==> config.mk <==
export PLATFORM = sky130hd
export DESIGN_NAME = laser_host
export DESIGN_NICKNAME = d
export VERILOG_FILES = /design/src/rtl/laser_pkg.sv /design/src/rtl/laser_cover_chk.sv /design/src/rtl/laser_host.sv
export SDC_FILE = /design/constraint.sdc
export NUM_CORES = 1
export LEC_CHECK = 0
export ABC_CLOCK_PERIOD_IN_PS = 10600
export CAP_MARGIN = 20
export CORE_ASPECT_RATIO = 1.1
export CORE_MARGIN = 2
export CORE_UTILIZATION = 35
export DETAILED_ROUTE_END_ITERATION = 10
export MAX_ROUTING_LAYER = met4
export PLACE_DENSITY_LB_ADDON = 0.25
export SETUP_SLACK_MARGIN = 0.15
export SLEW_MARGIN = 15
export SYNTH_ARGS = -nofsm -noshare
export SYNTH_HDL_FRONTEND = slang
export SYNTH_SLANG_ARGS = --single-unit
==> constraint.sdc <==
create_clock -name CLK -period 10.6 [get_ports CLK]
set_clock_uncertainty 0.05 [all_clocks]
set_input_delay 2.12 -clock CLK [delete_from_list [all_inputs] [get_ports CLK]]
set_output_delay 2.12 -clock CLK [all_outputs]
set_load 0.1 [all_outputs]
==> src/rtl/laser_pkg.sv <==
// laser_pkg: shared geometry, FSM states and point type for the LASER host and engine
package laser_pkg;
  localparam int NUM_OBJ   = 40;
  localparam int RADIUS_SQ = 16;
  localparam int COORD_W   = 4;
  typedef enum logic [2:0] {IDLE, ENG_RESET, STREAM, WAIT_DONE, SCORE, REPORT} state_t;
  typedef struct packed {
    logic [COORD_W-1:0] y;
    logic [COORD_W-1:0] x;
  } point_t;
endpackage

==> src/rtl/laser_cover_chk.sv <==
// laser_cover_chk: tells whether a point lies inside the radius-4 circle around a centre
module laser_cover_chk
  import laser_pkg::*;
(
  input  point_t p_i,
  input  point_t c_i,
  output logic   covered_o
);
  logic [COORD_W-1:0] dx, dy;
  logic [8:0] d2;
  assign dx = (p_i.x > c_i.x) ? p_i.x - c_i.x : c_i.x - p_i.x;
  assign dy = (p_i.y > c_i.y) ? p_i.y - c_i.y : c_i.y - p_i.y;
  assign d2 = 9'(dx) * 9'(dx) + 9'(dy) * 9'(dy);
  assign covered_o = d2 <= 9'(RADIUS_SQ);
endmodule

==> src/rtl/laser_host.sv <==
// laser_host: streams a stored pattern into the LASER engine, waits for DONE and scores the returned circles
module laser_host
  import laser_pkg::*;
#(
  parameter int NUM_OBJ = laser_pkg::NUM_OBJ,
  parameter int TIMEOUT = 200000,
  parameter int TO_W    = 18
) (
  input  logic       CLK,
  input  logic       RST,
  input  logic       start,
  output logic       busy,
  input  logic       wr_en,
  input  logic [5:0] wr_addr,
  input  logic [7:0] wr_data,
  output logic       ENG_RST,
  output logic [3:0] X,
  output logic [3:0] Y,
  input  logic [3:0] C1X,
  input  logic [3:0] C1Y,
  input  logic [3:0] C2X,
  input  logic [3:0] C2Y,
  input  logic       DONE,
  output logic       result_valid,
  output logic [5:0] score,
  output logic       timeout,
  output logic [7:0] res_c1,
  output logic [7:0] res_c2
);
  state_t state_q, state_d;
  point_t mem [NUM_OBJ];
  point_t xy_q, xy_d, c1_q, c1_d, c2_q, c2_d, rd_pt;
  logic [5:0] idx_q, idx_d, score_q, score_d;
  logic [TO_W-1:0] cnt_q, cnt_d;
  logic eng_rst_q, eng_rst_d, busy_q, busy_d, rv_q, rv_d, to_q, to_d, cov1, cov2;
  // one shared read port serves both streaming and scoring; past the end it reads as zero
  assign rd_pt = (idx_q < 6'(NUM_OBJ)) ? mem[idx_q] : '0;
  laser_cover_chk u_cov1 (.p_i(rd_pt), .c_i(c1_q), .covered_o(cov1));
  laser_cover_chk u_cov2 (.p_i(rd_pt), .c_i(c2_q), .covered_o(cov2));
  // pattern memory is only writable while idle and keeps its contents across reset
  always_ff @(posedge CLK)
    if (wr_en && state_q == IDLE && wr_addr < 6'(NUM_OBJ)) mem[wr_addr] <= wr_data;
  // run sequencing: engine reset, stream, wait with timeout, score, report
  always_comb begin
    state_d   = state_q;
    xy_d      = xy_q;
    c1_d      = c1_q;
    c2_d      = c2_q;
    idx_d     = idx_q;
    score_d   = score_q;
    cnt_d     = cnt_q;
    busy_d    = busy_q;
    to_d      = to_q;
    eng_rst_d = 1'b0;
    rv_d      = 1'b0;
    case (state_q)
      IDLE: if (start) begin
        state_d   = ENG_RESET;
        eng_rst_d = 1'b1;
        busy_d    = 1'b1;
        idx_d     = '0;
        score_d   = '0;
        to_d      = 1'b0;
        c1_d      = '0;
        c2_d      = '0;
      end
      ENG_RESET: begin
        state_d = STREAM;
        xy_d    = rd_pt;
        idx_d   = idx_q + 6'd1;
      end
      STREAM: if (idx_q == 6'(NUM_OBJ)) begin
        state_d = WAIT_DONE;
        xy_d    = '0;
        cnt_d   = '0;
      end else begin
        xy_d  = rd_pt;
        idx_d = idx_q + 6'd1;
      end
      WAIT_DONE: if (DONE) begin
        state_d = SCORE;
        c1_d    = {C1Y, C1X};
        c2_d    = {C2Y, C2X};
        cnt_d   = '0;
        idx_d   = '0;
      end else if (cnt_q == TO_W'(TIMEOUT - 1)) begin
        state_d = REPORT;
        rv_d    = 1'b1;
        to_d    = 1'b1;
        score_d = '0;
        c1_d    = '0;
        c2_d    = '0;
        cnt_d   = '0;
      end else begin
        cnt_d = cnt_q + TO_W'(1);
      end
      SCORE: begin
        score_d = score_q + 6'(cov1 | cov2);
        idx_d   = idx_q + 6'd1;
        state_d = (idx_q == 6'(NUM_OBJ - 1)) ? REPORT : SCORE;
        rv_d    = idx_q == 6'(NUM_OBJ - 1);
      end
      REPORT: begin
        state_d = IDLE;
        busy_d  = 1'b0;
      end
      default: state_d = IDLE;
    endcase
  end
  // state and output registers; reset abandons any run in flight
  always_ff @(posedge CLK or posedge RST)
    if (RST) begin
      state_q   <= IDLE;
      xy_q      <= '0;
      c1_q      <= '0;
      c2_q      <= '0;
      idx_q     <= '0;
      score_q   <= '0;
      cnt_q     <= '0;
      busy_q    <= 1'b0;
      to_q      <= 1'b0;
      eng_rst_q <= 1'b0;
      rv_q      <= 1'b0;
    end else begin
      state_q   <= state_d;
      xy_q      <= xy_d;
      c1_q      <= c1_d;
      c2_q      <= c2_d;
      idx_q     <= idx_d;
      score_q   <= score_d;
      cnt_q     <= cnt_d;
      busy_q    <= busy_d;
      to_q      <= to_d;
      eng_rst_q <= eng_rst_d;
      rv_q      <= rv_d;
    end
  assign busy         = busy_q;
  assign ENG_RST      = eng_rst_q;
  assign X            = xy_q.x;
  assign Y            = xy_q.y;
  assign result_valid = rv_q;
  assign score        = score_q;
  assign timeout      = to_q;
  assign res_c1       = c1_q;
  assign res_c2       = c2_q;
endmodule

==> results of run 1 <==
routing by layer:
layer	up-vias	part of all wire [%]	wire length [um]
met5	-	0	0
met3	62	4.8	2020
met2	238	48	20200
li1	4802	-	-
met4	0	2.0	854
met1	5348	45	19100
worst register-to-register path: cells and delay by family (launching register included):
| kind | cells | cell delay, ns |
|---|---|---|
| multiplexers | 1 | 0.53 |
| flip-flops | 1 | 0.73 |
| AO/OA/AOI/OAI | 9 | 2.51 |
| adder cells (fa/ha/maj) | 8 | 3.46 |
| AND/OR/NAND/NOR | 4 | 0.97 |
| buffers and inverters | 4 | 0.68 |
| XOR/XNOR | 1 | 0.14 |
path summary, 6_finish.rpt:
check	startpoint	end	slack, ns
hold / removal	X[1]	X[1]	0.44
min in group asynchronous	RST	cnt_q[11]	2.08
setup reg to reg	idx_q[0]	score[5]	1.45
max in group asynchronous	RST	idx_q[0]	7.75
hold reg to reg	X[1]	X[1]	0.44
setup / recovery	idx_q[0]	score[5]	1.45
flip-flops by register name, indices dropped and copies added, names as in the netlist:
signal,cells
score,6
timeout,1
res_c2,8
ENG_RST,1
idx_q,6
mem,320
result_valid,1
res_c1,8
X,4
busy,1
state_q,3
Y,4
cnt_q,18
kinds of logic after synthesis:
kind of cell             share of synthesized area (%)
flip-flops                                        61.3
buffers and inverters                             3.22
AND/OR/NAND/NOR                                   7.71
multiplexers                                      11.0
adder cells (fa/ha/maj)                           8.06
AO/OA/AOI/OAI                                     8.34
XOR/XNOR                                         0.338
final cells by class:
cell class	count	area, sq um
Multi-Input combinational cell	686	6440
Timing Repair Buffer	89	876
Clock inverter	22	274
Clock buffer	52	1110
Fill cell	4723	30300
Inverter	81	304
Tap cell	667	835
Sequential cell	381	11100
metrics by stage:
step                cell area (sq um)  setup slack [ns]
global placement                19600              1.63
floorplan                       18200              2.77
CTS                             21000              1.38
global route                    21000             0.946
detailed placement              19600              1.41
finish                          21000              1.45
synth_stat cells (24+ instances only):
library cell  count
nand2_1          37
nand3_1          31
o21ai_0          24
mux2i_1          33
a21oi_1          28
a22o_1           37
inv_1            79
ha_1             69
dfrtp_1          61
fa_1             30
nor2_1           87
edfxtp_1        320
mux4_2           60
layout by cell type, fill, tap and decap left out, drive strengths merged, types with 8 or more instances in the layout:
cell,instances
ha,69
mux4,64
a221oi,8
a31oi,10
o21ai,29
inv,82
clkinv,14
and2,8
mux2i,33
nor3,14
mux2,18
clkbuf,52
a22o,37
or2,8
o221ai,10
clkdlybuf4s50,68
edfxtp,320
a21oi,30
nand3,31
nor2,88
nand2,37
nand2b,16
buf,21
fa,30
dfrtp,61
nor2b,11
nand4,13
a21o,18
a22oi,12
==> summary.txt, run 1 <==
Global routing
  • Initial antenna violation count: 0
  • Global routing usage on met3: 2.82%
  • Most Crowded Layer GR: met2
  • First-pass GRT wire length: 65.0 mm
  • GRT overflow: 0
  • Grt met2 use: 25.8%
  • Maximum number of pins on one net before global-route repair: 62
  • Global Route Usage Sum: 16.2%
  • Met1 Use GR: 21.7%
  • Vias in the first global route: 10632

Setup path
  • Cell count along the critical path: 27
  • Reg2Reg Depth: 27
  • CP startpoint kind: flop
  • Most used cell, CP: fa_1
  • Crit Path Category: flop to flop
  • Critical path capture point type: flop
  • Largest delay contributor family on the critical path: adder cells
  • Crit-path slowest cell: dfrtp_4
  • Crit-path max FO: 23
  • Worst EP required: 11.00 ns
  • WP buf/inv: 4
  • WP data arrival: 9.55 ns
  • Slowest stage delay, CP: 0.73 ns

Place
  • Port Buffers: 68
  • Placed Cells: 1904
  • Post-DP HPWL: 28.0 mm
  • Gpl congestion: 0.822

Final layout
  • Ant. Diodes: 0
  • Layout cell share with drive strength beyond 1: 15.0%
  • Final core occ: 40.9%
  • Layout area overhead: 15.5%
  • Layout Nets: 1415
  • Cell Count, Final, Fillers Out: 1978

Die
  • Initial Util: 35.4%
  • Die width: 221 um
  • Core area: 0.0513 sq mm
  • Die height: 243 um
  • Die area: 0.0537 sq mm
  • Rows: 87
  • Top Ports: 69

STA
  • Max Slew Vio Count: 0
  • Final min period: 9.15 ns
  • Setup tns final: 0 ns
  • Worst-Margin Slew: 1.08 ns
  • Fmax: 109 MHz
  • Crit share post-route: 86.3%
  • # setup viols final: 0
  • Hold_ws: 0.436 ns
  • Unrepaired setup endpoints after global routing: false
  • Final hold vios: 0
  • Rel. slew slack: 28.1%

Route
  • DRT Wirelength: 42.2 mm
  • Routed length per instance: 21.3 um
  • Iter 0 DRT Violations: 722
  • # DRC: 0
  • Vias: 10450
  • Detail Route Antenna Nets: 0
  • Total iterations of the first detailed-routing run: 7
  • Vias/cell: 5.28

Clocking
  • CTS max path bufs: 3
  • Root Buffer: clkbuf_16
  • CTS hold repair buffers: 0
  • Reg clk slew, reported paths: 0.05 ns
  • Clock sink count: 381
  • TritonCTS buffer count: 42
  • CTS resizes: 0
  • Post-CTS Setup Inserts: 0
  • CTS tree: built
  • Htree depth: 2
  • Clock Latency Late Sink: 0.58 ns

Synth
  • Ranking of synthesized cells by area: edfxtp_1 (53%), dfrtp_1 (8.4%), mux4_2 (7.4%), ha_1 (4.8%), fa_1 (3.3%)
  • Mapped cell area: 0.0182 sq mm
  • Synthesized flop and latch total: 381
  • Synth top area share: 52.9%
  • Post-Synthesis Cells: 1195
  • FFs w/ async S/R, synth: 16.0%
  • Synth cell types: 83
  • Syn Nets: 1329
  • Number of flops mapped to enable cells by yosys: 320
  • Register area share after synthesis: 61.3%
  • Dominant cell type by area after synthesis: edfxtp_1
  • Main flop type after synthesis: edfxtp_1
  • Syn_area_per_cell: 15.2 sq um
  • Yosys Warn Count: 0

Flow run
  • Max Cap Viol: 0

Status
  • Status: finished, final reports clean

Hold path
  • Hold-critical path depth: 2
  • Worst Hold Class: flop to flop
Power of run 1 is not shown: default switching activity piles up to over one toggle a cycle in this logic, so the estimate is an artifact.
==> run 2: changes to the inputs <==
--- a/config.mk
+++ b/config.mk
@@ -7,7 +7,7 @@
 export LEC_CHECK = 0
 export ABC_CLOCK_PERIOD_IN_PS = 10600
 export CAP_MARGIN = 20
-export CORE_ASPECT_RATIO = 1.1
+export CORE_ASPECT_RATIO = 0.75
 export CORE_MARGIN = 2
 export CORE_UTILIZATION = 35
 export DETAILED_ROUTE_END_ITERATION = 10
==> run 2 against run 1 <==
Net effect: clock-buffer cell count down 7; sequential cell count is the same; highest routed layer unchanged; global-route usage increased by 0.13 points; via count fell by 0.55%; largest cell class unchanged; non-clock buffer count shrank 2; maximum frequency down 0.28%; register-to-register slack got worse by 0.03 ns; setup slack worse by 0.026 ns; critical path depth increased by 2; worst hold slack improved by 0.0017 ns; routed wire length rose by 0.18%; final cell count rose by 1.5%.
==> summary.txt, run 2 (synthesis results as in run 1) <==
Setup path
  • Reg2Reg Depth: 29 (+7.4%)
  • Largest delay contributor family on the critical path: adder cells
  • Crit-path slowest cell: dfrtp_4
  • WP buf/inv: 4 (unchanged)
  • Cell count along the critical path: 29 (+7.4%)
  • Slowest stage delay, CP: 0.88 ns (+0.15 ns)
  • Worst r2r src: idx_q[0]
  • Worst EP required: 10.98 ns (-0.02 ns)
  • Crit path from: idx_q[0]
  • WP data arrival: 9.56 ns (about the same)
  • Reg2Reg Setup Slack: 1.43 ns (-0.03 ns)
  • CP startpoint kind: flop
  • Critical path capture point type: flop
  • Most used cell, CP: fa_1
  • Worst R2R End: score[5]
  • Crit-path max FO: 50 (+120%)
  • Crit Path Category: flop to flop

Clocking
  • CTS resizes: 0 (unchanged)
  • Clock sink count: 381 (unchanged)
  • Clock Latency Late Sink: 0.55 ns (-0.03 ns)
  • CTS max path bufs: 3 (unchanged)
  • TritonCTS buffer count: 39 (-7.1%)
  • CTS hold repair buffers: 0 (unchanged)
  • CTS tree: built
  • Root Buffer: clkbuf_16
  • Htree depth: 2 (unchanged)
  • Reg clk slew, reported paths: 0.06 ns (about the same)
  • Post-CTS Setup Inserts: 0 (unchanged)

Final layout
  • Ant. Diodes: 0 (unchanged)
  • Largest Register: mem
  • Layout Nets: 1410 (-0.35%)
  • Most frequent cells in the layout: edfxtp_1 (320), nor2_1 (87), inv_1 (78)
  • Max reg flops: 320 (unchanged)
  • Layout area overhead: 15.2%
  • Cell Count, Final, Fillers Out: 2007 (+1.5%)
  • Layout cell share with drive strength beyond 1: 15.0% (-0.073 points)
  • Final instance area: 0.0209 sq mm (-0.29%)
  • Most common cell after layout, fill and taps aside: edfxtp_1
  • Largest regs: mem: 320 flops, cnt_q: 18 flops

Route
  • Total iterations of the first detailed-routing run: 6 (-1)
  • # DRC: 0 (unchanged)
  • Detail Route Antenna Nets: 0 (unchanged)
  • Vias/cell: 5.18 (-2.0%)
  • Routed length per instance: 21.1 um (-1.3%)
  • Iter 0 DRT Violations: 907 (+26%)
  • Vias: 10393 (-0.55%)
  • DRT Wirelength: 42.3 mm (+0.18%)

Die
  • Core area: 0.0514 sq mm (+0.33%)
  • Initial Util: 35.3% (-0.12 points)
  • Die width: 267 um (+21%)
  • Die height: 201 um (-17%)
  • Rows: 72 (-17%)
  • Top Ports: 69 (unchanged)
  • Die area: 0.0537 sq mm (about the same)

Status
  • Status: finished, final reports clean

Hold path
  • Endpoint, Worst Hold: Y[1]
  • Worst Hold Class: flop to flop
  • Hold path startpoint: Y[1]
  • Hold-critical path depth: 2 (unchanged)

Flow run
  • Max Cap Viol: 0 (unchanged)

STA
  • Fmax: 109 MHz (-0.28%)
  • Crit share post-route: 86.6% (+0.24 points)
  • # setup viols final: 0 (unchanged)
  • Final hold vios: 0 (unchanged)
  • Final min period: 9.17 ns (+0.0260 ns)
  • Max Slew Vio Count: 0 (unchanged)
  • Unrepaired setup endpoints after global routing: false
  • Worst-Margin Slew: 1.06 ns (-0.0161 ns)
  • Rel. slew slack: 29.1% (+1.1 points)
  • Setup tns final: 0 ns (unchanged)

Place
  • Placed Cells: 1938 (+1.8%)
  • Gpl congestion: 0.827 (+0.58%)
  • Placed inst area: 0.0196 sq mm (about the same)
  • Post-DP HPWL: 28.1 mm (about the same)
  • Port Buffers: 68 (unchanged)

Global routing
  • Global Route Usage Sum: 16.3% (+0.13 points)
  • First-pass GRT wire length: 64.6 mm (-0.69%)
  • Vias in the first global route: 10366 (-2.5%)
  • GRT overflow: 0 (unchanged)
  • Initial antenna violation count: 0 (unchanged)
  • Maximum number of pins on one net before global-route repair: 52 (-16%)
-- run 2: cell types whose count changed in the layout (fill, tap and decap cells not counted), sizes merged --
cell      before  now
clkbuf        52   45
clkinvlp       2    3
buf           21   19
inv           82   83
-- run 2: metal layers --
layer	wire length [um]	part of all wire, %	global-route usage [%]	vias to the layer above
met2	17600	42	22.2	295
met5	0	0	-	-
met1	21600	51	25.4	5274
met4	550	1.3	2.79	0
li1	-	-	-	4780
met3	2510	5.9	3.12	44
-- run 2: worst max-delay path by stage --
stage	slack, ns	end
floorplan	2.77	score[5]
global placement	1.59	score[5]
detailed placement	1.41	score[5]
CTS	1.37	score[5]
global route	0.85	score[5]
finish	1.43	score[5]
-- run 2: worst min-delay path, cell delays in order (launching register included) --
cell and delay, ns:
dfrtp_1 0.34, nand2_1 0.07, o21ai_2 0.05
-- run 2: cell type report --
type                            instances  area, sq um
Clock buffer                           45         1010
Clock inverter                         24          299
Fill cell                            4701        30500
Inverter                               81          304
Multi-Input combinational cell        686         6440
Sequential cell                       381        11100
Tap cell                              703          880
Timing Repair Buffer                   87          848
-- run 2: per-stage QoR --
stage	util (%)	hold WS [ns]	setup slack [ns]
3_5_place_dp	38.1	0.431	1.41
6_report	40.7	0.438	1.43
3_3_place_gp	38.1	0.417	1.59
4_1_cts	40.7	0.444	1.37
5_1_grt	40.7	0.473	0.855
2_1_floorplan	-	0.423	2.77
Power of run 2 is left out for the same reason.
